===== src/rtl/dbus_initiator_if.sv =====
// data_bus: req/gnt address phase, rvalid/rdata response phase.
// master drives req/we/addr/wdata; slave drives gnt/rvalid/rdata.
interface data_bus;
  logic        req;
  logic        we;
  logic [31:0] addr;
  logic [31:0] wdata;
  logic        gnt;
  logic        rvalid;
  logic [31:0] rdata;

  modport master (
    output req, we, addr, wdata,
    input  gnt, rvalid, rdata
  );

  modport slave (
    input  req, we, addr, wdata,
    output gnt, rvalid, rdata
  );
endinterface


===== src/rtl/dbus_initiator.sv =====
// Single-outstanding data_bus initiator: cmd valid/ready -> one bus txn -> rsp.
// Ports: cmd_* in, rsp_* out, dbus master; misalign and timeout give rsp_err.
module dbus_initiator #(
  parameter int TIMEOUT = 16
) (
  input  logic        clk,
  input  logic        rst_n,
  input  logic        cmd_valid,
  output logic        cmd_ready,
  input  logic        cmd_we,
  input  logic [31:0] cmd_addr,
  input  logic [31:0] cmd_wdata,
  output logic        rsp_valid,
  input  logic        rsp_ready,
  output logic        rsp_err,
  output logic [31:0] rsp_rdata,
  data_bus.master     dbus
);

  localparam int CW =
    (TIMEOUT > 0) ? $clog2(TIMEOUT + 1) : 1;
  localparam logic [CW-1:0] CMAX =
    CW'((TIMEOUT > 0) ? TIMEOUT : 0);
  localparam logic [CW-1:0] CLAST =
    CW'((TIMEOUT > 0) ? TIMEOUT - 1 : 0);

  typedef enum logic [1:0] {
    S_IDLE,
    S_REQ,
    S_WAIT,
    S_RSP
  } state_t;

  state_t      state_q, state_d;
  logic        req_q, req_d;
  logic        we_q, we_d;
  logic [31:0] addr_q, addr_d;
  logic [31:0] wdata_q, wdata_d;
  logic        rv_q, rv_d;
  logic        err_q, err_d;
  logic [31:0] rdata_q, rdata_d;
  logic [CW-1:0] cnt_q, cnt_d;
  logic [CW-1:0] cnt_inc;
  logic        expire;

  assign cmd_ready  = (state_q == S_IDLE);
  assign rsp_valid  = rv_q;
  assign rsp_err    = err_q;
  assign rsp_rdata  = rdata_q;
  assign dbus.req   = req_q;
  assign dbus.we    = we_q;
  assign dbus.addr  = addr_q;
  assign dbus.wdata = wdata_q;

  // Saturating count; expiry is checked on the last allowed cycle so
  // the bus is held exactly TIMEOUT cycles in REQ or WAIT.
  assign cnt_inc = (cnt_q == CMAX) ? cnt_q : cnt_q + CW'(1);
  assign expire  = (TIMEOUT > 0) && (cnt_q == CLAST);

  always_comb begin
    state_d = state_q;
    req_d   = req_q;
    we_d    = we_q;
    addr_d  = addr_q;
    wdata_d = wdata_q;
    rv_d    = rv_q;
    err_d   = err_q;
    rdata_d = rdata_q;
    cnt_d   = cnt_q;
    unique case (state_q)
      S_IDLE: begin
        if (cmd_valid) begin
          we_d    = cmd_we;
          addr_d  = cmd_addr;
          wdata_d = cmd_wdata;
          cnt_d   = '0;
          if (cmd_addr[1:0] != 2'b00) begin
            state_d = S_RSP;
            rv_d    = 1'b1;
            err_d   = 1'b1;
            rdata_d = '0;
          end else begin
            state_d = S_REQ;
            req_d   = 1'b1;
          end
        end
      end
      S_REQ: begin
        cnt_d = cnt_inc;
        if (dbus.gnt) begin
          state_d = S_WAIT;
          req_d   = 1'b0;
          cnt_d   = '0;
        end else if (expire) begin
          state_d = S_RSP;
          req_d   = 1'b0;
          rv_d    = 1'b1;
          err_d   = 1'b1;
          rdata_d = '0;
        end
      end
      S_WAIT: begin
        cnt_d = cnt_inc;
        if (dbus.rvalid) begin
          state_d = S_RSP;
          rv_d    = 1'b1;
          err_d   = 1'b0;
          rdata_d = we_q ? 32'h0 : dbus.rdata;
        end else if (expire) begin
          state_d = S_RSP;
          rv_d    = 1'b1;
          err_d   = 1'b1;
          rdata_d = '0;
        end
      end
      S_RSP: begin
        if (rsp_ready) begin
          state_d = S_IDLE;
          rv_d    = 1'b0;
          cnt_d   = '0;
        end
      end
      default: state_d = S_IDLE;
    endcase
  end

  always_ff @(posedge clk or negedge rst_n) begin
    if (!rst_n) begin
      state_q <= S_IDLE;
      req_q   <= 1'b0;
      we_q    <= 1'b0;
      addr_q  <= '0;
      wdata_q <= '0;
      rv_q    <= 1'b0;
      err_q   <= 1'b0;
      rdata_q <= '0;
      cnt_q   <= '0;
    end else begin
      state_q <= state_d;
      req_q   <= req_d;
      we_q    <= we_d;
      addr_q  <= addr_d;
      wdata_q <= wdata_d;
      rv_q    <= rv_d;
      err_q   <= err_d;
      rdata_q <= rdata_d;
      cnt_q   <= cnt_d;
    end
  end

  a_req_aligned: assert property (
    @(posedge clk) disable iff (!rst_n)
    req_q |-> (addr_q[1:0] == 2'b00));

  a_rsp_hold: assert property (
    @(posedge clk) disable iff (!rst_n)
    (rv_q && !rsp_ready) |=> rv_q);

endmodule


===== src/flat_wrapper.sv =====
// flat-port wrapper written by rule: the top's interface ports become plain ports
module dbus_initiator_flat 
#(
  parameter int TIMEOUT = 16
)
  (clk, rst_n, cmd_valid, cmd_ready, cmd_we, cmd_addr, cmd_wdata, rsp_valid, rsp_ready, rsp_err, rsp_rdata, dbus_req, dbus_we, dbus_addr, dbus_wdata, dbus_gnt, dbus_rvalid, dbus_rdata);
  data_bus dbus_i ();
  input  logic clk;
  input  logic rst_n;
  input  logic cmd_valid;
  output logic cmd_ready;
  input  logic cmd_we;
  input  logic [31:0] cmd_addr;
  input  logic [31:0] cmd_wdata;
  output logic rsp_valid;
  input  logic rsp_ready;
  output logic rsp_err;
  output logic [31:0] rsp_rdata;
  output wire logic [$bits(dbus_i.req)-1:0] dbus_req;
  output wire logic [$bits(dbus_i.we)-1:0] dbus_we;
  output wire logic [$bits(dbus_i.addr)-1:0] dbus_addr;
  output wire logic [$bits(dbus_i.wdata)-1:0] dbus_wdata;
  input wire logic [$bits(dbus_i.gnt)-1:0] dbus_gnt;
  input wire logic [$bits(dbus_i.rvalid)-1:0] dbus_rvalid;
  input wire logic [$bits(dbus_i.rdata)-1:0] dbus_rdata;
  assign dbus_req = dbus_i.req;
  assign dbus_we = dbus_i.we;
  assign dbus_addr = dbus_i.addr;
  assign dbus_wdata = dbus_i.wdata;
  assign dbus_i.gnt = dbus_gnt;
  assign dbus_i.rvalid = dbus_rvalid;
  assign dbus_i.rdata = dbus_rdata;
  dbus_initiator #(.TIMEOUT(TIMEOUT)) u_core (.clk(clk), .rst_n(rst_n), .cmd_valid(cmd_valid), .cmd_ready(cmd_ready), .cmd_we(cmd_we), .cmd_addr(cmd_addr), .cmd_wdata(cmd_wdata), .rsp_valid(rsp_valid), .rsp_ready(rsp_ready), .rsp_err(rsp_err), .rsp_rdata(rsp_rdata), .dbus(dbus_i));
endmodule

===== config.mk =====
export PLATFORM = sky130hd
export DESIGN_NAME = dbus_initiator_flat
export DESIGN_NICKNAME = d
export VERILOG_FILES = /design/src/rtl/dbus_initiator_if.sv /design/src/rtl/dbus_initiator.sv /design/src/flat_wrapper.sv
export SDC_FILE = /design/constraint.sdc
export NUM_CORES = 1
export LEC_CHECK = 0
export ABC_AREA = 1
export CORE_UTILIZATION = 38
export DETAILED_ROUTE_END_ITERATION = 10
export PLACE_DENSITY = 0.8
export SLEW_MARGIN = 10
export SYNTH_ARGS = -nofsm -noshare
export SYNTH_HDL_FRONTEND = slang
export SYNTH_SLANG_ARGS = --single-unit

===== constraint.sdc =====
create_clock -name clk -period 1.4 [get_ports clk]
set_input_delay 0.14 -clock clk [delete_from_list [all_inputs] [get_ports clk]]
set_output_delay 0.14 -clock clk [all_outputs]
set_load 0.05 [all_outputs]

==> results.sh <==
export IMPL_wl_per_cell_um=17.2
export IMPL_skew_ns=0.00962
export IMPL_slew_limit_headroom_pct=67.3
export IMPL_critical_path_class="reg2reg"
export IMPL_setup_viol=104
export IMPL_worst_pin_slew_ns=0.489
export IMPL_num_vias=3911
export IMPL_drv_cap=0
export IMPL_ys_ff_latch=107
export IMPL_n_fill_cell=846
export IMPL_vias_per_cell=4.91
export IMPL_initial_utilization_pct=38.9
export IMPL_r2r_start="u_core.state_q[0]"
export IMPL_outcome="complete, but fails checks"
export IMPL_final_nets=755
export IMPL_cts_max_path_buffers=2
export IMPL_ys_seq_area_share_pct=57.5
export IMPL_grt_start_max_net_pins=46
export IMPL_gp_congestion=0.916
export IMPL_insertion_delay_ns=0.36
export IMPL_synthesis_nets=508
export IMPL_synth_edf_count=0
export IMPL_drc=0
export IMPL_dieArea_um2=12700
export IMPL_netlist_instances=397
export IMPL_critPathLaunch="u_core.state_q[0]"
export IMPL_fin_crit_ns=1.63
export IMPL_fmax_mhz=615
export IMPL_path_clk_slew_ns=0.08
export IMPL_cts_inserted_buffers=9
export IMPL_die_x_um=113
export IMPL_setup_ws_ns=-0.227
export IMPL_grt_pass1_vias=3918
export IMPL_cts_num_sinks=107
export IMPL_htreeDepth=3
export IMPL_routed_wl_um=13700
export IMPL_p_per_area_nw_per_um2=2700
export IMPL_cp_end_kind="flip-flop"
export IMPL_rows=40
export IMPL_yosysMostFrequentCell="dfrtp_1"
export IMPL_num_io_pins=204
export IMPL_finish_utilization_pct=65.8
export IMPL_yosys_top_cells_area="dfrtp_1 (57%), mux2_4 (16%), nand2_1 (8.5%)"
export IMPL_mappedNetlistArea_um2=4660
export IMPL_worstPathArrival_ns=1.87
export IMPL_antenna_found_initial=0
export IMPL_ys_warnings_count=0
export IMPL_grt_pass1_wl_um=19600
export IMPL_grt_use_total_pct=20.1
export IMPL_syn_to_final_growth_pct=68.8
export IMPL_layout_area_seq_um2=2680
export IMPL_leakagePower_nw=4.03
export IMPL_slew_viol_final=0
export IMPL_place_ws_ns=-0.185
export IMPL_cts_tree="built"
export IMPL_dp_hpwl_um=8830
export IMPL_ant_nets=0
export IMPL_worstPathMaxFanout=7
export IMPL_multiInputGateArea_um2=2070
export IMPL_grt_setup_unrepaired="yes"
export IMPL_violations="negative setup slack"
export IMPL_synth_top_area_share_pct=57.5
export IMPL_cp_required_ns=1.64
export IMPL_met1_length_um=5270
export IMPL_hp_class="in2async"
export IMPL_routed_wl_met2_um=7290
export IMPL_portBuffers=203
export IMPL_coreArea_um2=12000
export IMPL_netlist_top_cells_count="dfrtp_1 (107), nand2_1 (106), mux2_4 (50)"
export IMPL_yosys_cell_types_count=18
export IMPL_avgSynthCellArea_um2=11.7
export IMPL_timing_final_crit_share_pct=116
export IMPL_yosysTopAreaCell="dfrtp_1"
export IMPL_cts_root_buf="clkbuf_16"
export IMPL_highest_layer="met4"
export IMPL_layout_drive_gt1_share_pct=45.9
export IMPL_grt_overflow_total=0
export IMPL_wl_met3_um=675
export IMPL_async_reset_ff_share_pct=100
export IMPL_die_h_um=113
export IMPL_crit_path_start_kind="flip-flop"
export IMPL_initialDrtViolationCount=247
export IMPL_ir_drop_mv=1.11
export IMPL_antenna_cells=0
export IMPL_drtPass1Iterations=5
export IMPL_reg2reg_depth=6
export IMPL_synth_flop_cell="dfrtp_1"
export IMPL_finalHoldViolCount=0
power by group:
group / switching [mW] / total (mW) / internal (mW)
logic: 7.83 / 13.5 / 5.71
registers: 0.858 / 5.22 / 4.36
clock network: 1.23 / 2.47 / 1.24
total: 9.92 / 21.2 / 11.3
cell families after synthesis:
kind of cell	count (synthesis)	synth area share, %
AO/OA/AOI/OAI	11	1.18
adder cells (fa/ha/maj)	8	2.15
buffers and inverters	40	4.49
flip-flops	107	57.5
multiplexers	65	19.7
AND/OR/NAND/NOR	166	15.0
worst max-delay path: stages (launching register included):
cell,delay [ns]
dfrtp_2,0.45
inv_4,0.09
ha_4,0.23
nand2_8,0.12
buf_12,0.17
clkbuf_16,0.16
mux2_4,0.29
metrics by stage:
step / power [mW] / instances / area (um^2) / setup TNS, ns / hold slack [ns]
2_1_floorplan: 12.9 / 397 / 4710 / -10.08 / -0.156
3_3_place_gp: 16.5 / 756 / 6920 / -7.85 / 0.0701
3_5_place_dp: 16.8 / 756 / 6920 / -11.17 / 0.0750
4_1_cts: 20.0 / 783 / 7490 / -12.06 / 0.242
5_1_grt: 22.1 / 796 / 7870 / -24.89 / 0.254
6_report: 21.2 / 796 / 7870 / -18.52 / 0.240
repair_timing:
action | CTS | global route
endpoints found under the setup margin | 104 | 108
cloned | 4 | 4
setup buffers | 6 | 10
pin swaps | 0 | 14
gates resized for setup | 32 | 66
hold buffers | 1 | 0
hold endpoints to repair | 23 | 0
path summary, 6_finish.rpt:
check | end | slack, ns
setup / recovery | u_core.dbus.wdata[7] | -0.23
hold / removal | u_core.dbus.addr[24] | 0.24
setup reg to reg | u_core.dbus.wdata[7] | -0.23
hold reg to reg | u_core.rsp_rdata[4] | 0.49
max in group asynchronous | u_core.rsp_rdata[26] | 0.60
min in group clk | u_core.rsp_rdata[27] | 0.35
final cells by class:
type / instances / share of cell area [%]
clock inverters: 7 / 0.732
well taps: 147 / 2.34
clock buffers: 9 / 2.86
inverters: 23 / 1.22
repair buffers: 252 / 32.4
multi-input cells: 251 / 26.4
flip-flops and latches: 107 / 34.1
state kept, by name, indices dropped and copies added (netlist names):
register and flops:
u_core.cnt_q 5, u_core.rsp_err 1, u_core.state_q 2, u_core.dbus.we 1, u_core.dbus.wdata 32, u_core.dbus.addr 32
u_core.dbus.req 1, u_core.rsp_rdata 32, u_core.rsp_valid 1
layout by cell type, fill, tap and decap left out, types with 3 or more instances in the layout:
master	synthesis	final
inv_1	19	14
buf_12	0	21
ha_2	0	3
o21ai_1	3	6
buf_4	0	118
dfrtp_1	107	106
mux2_4	50	65
inv_2	4	6
nand3_1	44	41
nor2_1	10	7
nand2_2	3	37
nand2_1	106	69
inv_6	0	4
buf_6	6	3
a21oi_1	4	3
clkdlybuf4s50_1	0	101
ha_4	0	3
clkbuf_16	0	12
buf_16	0	3
layer usage:
metal | vias up | track usage [%]
met1 | 1935 | 23.0
met3 | 40 | 4.98
met4 | 0 | 9.96
li1 | 1794 | -
met2 | 142 | 35.1
met5 | - | 0
Note: power is estimated with default switching activity, not from simulation.
==> variant (same flow settings) <==
`addr_q`, `wdata_q` and `rdata_q` no longer have a reset.
--- a/src/rtl/dbus_initiator.sv
+++ b/src/rtl/dbus_initiator.sv
@@ -130,9 +130,6 @@
       req_q   <= 1'b0;
       we_q    <= 1'b0;
-      addr_q  <= '0;
-      wdata_q <= '0;
       rv_q    <= 1'b0;
       err_q   <= 1'b0;
-      rdata_q <= '0;
       cnt_q   <= '0;
     end else begin
@@ -140,11 +137,14 @@
       req_q   <= req_d;
       we_q    <= we_d;
-      addr_q  <= addr_d;
-      wdata_q <= wdata_d;
       rv_q    <= rv_d;
       err_q   <= err_d;
-      rdata_q <= rdata_d;
       cnt_q   <= cnt_d;
     end
+  end
+
+  always_ff @(posedge clk) begin
+    addr_q  <= addr_d;
+    wdata_q <= wdata_d;
+    rdata_q <= rdata_d;
   end
 
Function: changed (Yosys sat finds a counterexample within 4 cycles, from zero or initial values and one cycle with rst_n low).
==> variant against the original RTL <==
- the run still ends with negative setup slack left
- design area up 7.3%
- highest routed layer unchanged
- largest power group unchanged
- sequential share of layout area up 3.4 points
- largest cell class unchanged
- synthesized area up 0.11%
- via count up 8.8%
- critical endpoint is now u_core.rsp_rdata[19]
- synthesized cell count up 4.3%
- total power down 9.7%
- combinational power down 18%
- worst setup slack worse by 0.14 ns
- count of clock-buffer cells in the layout unchanged
- sequential power up 7.7%
- routed wire length up 11%
- sequential cell count unchanged
==> variant: results (changes against the original RTL) <==
metric	value	unit	change
# resized after CTS	73		+130%
WHS	0.0755	ns	-0.164 ns
Slew @ Worst Pin	0.300	ns	-0.189 ns
setup_tns	-32.22	ns	-13.69 ns
mux cell area share after synthesis	0	%	-20 points
DRT iter0 DRCs	357		+45%
largest cells by area after synthesis	edfxtp_1, nand2_1, nand3_1		
Clock Skew	0.00730	ns	-0.00232 ns
Slowest-stage cell, CP	dfrtp_1		
Final setup violation count	140		+35%
failing checks	negative setup slack		
main combinational cell family by area after synthesis	simple AND/OR/NAND/NOR gates		
Mapped Nets	526		+3.5%
Setup WS post-layout	-0.363	ns	-0.136 ns
EDFF count, synth	96		+96
post-synthesis sequential area ratio	67.7	%	+10 points
xor and xnor area share after synthesis	0.188	%	+0.19 points
nets@finish	799		+5.8%
Routability Congestion	0.862		-5.9%
Max rail drop VDD	0.00154	V	+39%
Primary FF master, synth	edfxtp_1		
Post-Synthesis Cells	414		+4.3%
final instance count without filler cells	839		+5.4%
post-detail-place hpwl	9790	um	+11%
run status	complete, but fails checks		
[variant: changes by cell type after synthesis, sizes merged, moves of 2 or more]
cell and delta:
mux2 -65, dfrtp -96, edfxtp +96, inv +27
nand3 +14, buf +2, nand4 +25, a21oi +8
nand2 +4
[variant: cell type report]
class	instances	area [um^2]
clock buffer	9	225
clock inverter	7	61.3
fill	744	3520
inverter	50	204
multi-input combinational	238	1520
sequential	107	3160
tap	147	184
timing repair buffer	280	3080
timing repair inverter	1	7.51
[variant: layer usage]
metal | vias up | track usage, % | share of wire, %
li1 | 1974 | - | -
met1 | 2037 | 26.4 | 37
met2 | 204 | 43.6 | 53
met3 | 42 | 4.07 | 6.7
met4 | 0 | 12.9 | 3.8
met5 | - | 0 | 0
[variant: power breakdown]
| group | internal, mW | leakage [nW] | switching, mW |
|---|---|---|---|
| clock | 1.24 | 0.139 | 1.23 |
| sequential | 4.77 | 1.07 | 0.845 |
| combinational | 4.78 | 2.44 | 6.30 |
| total | 10.8 | 3.65 | 8.38 |
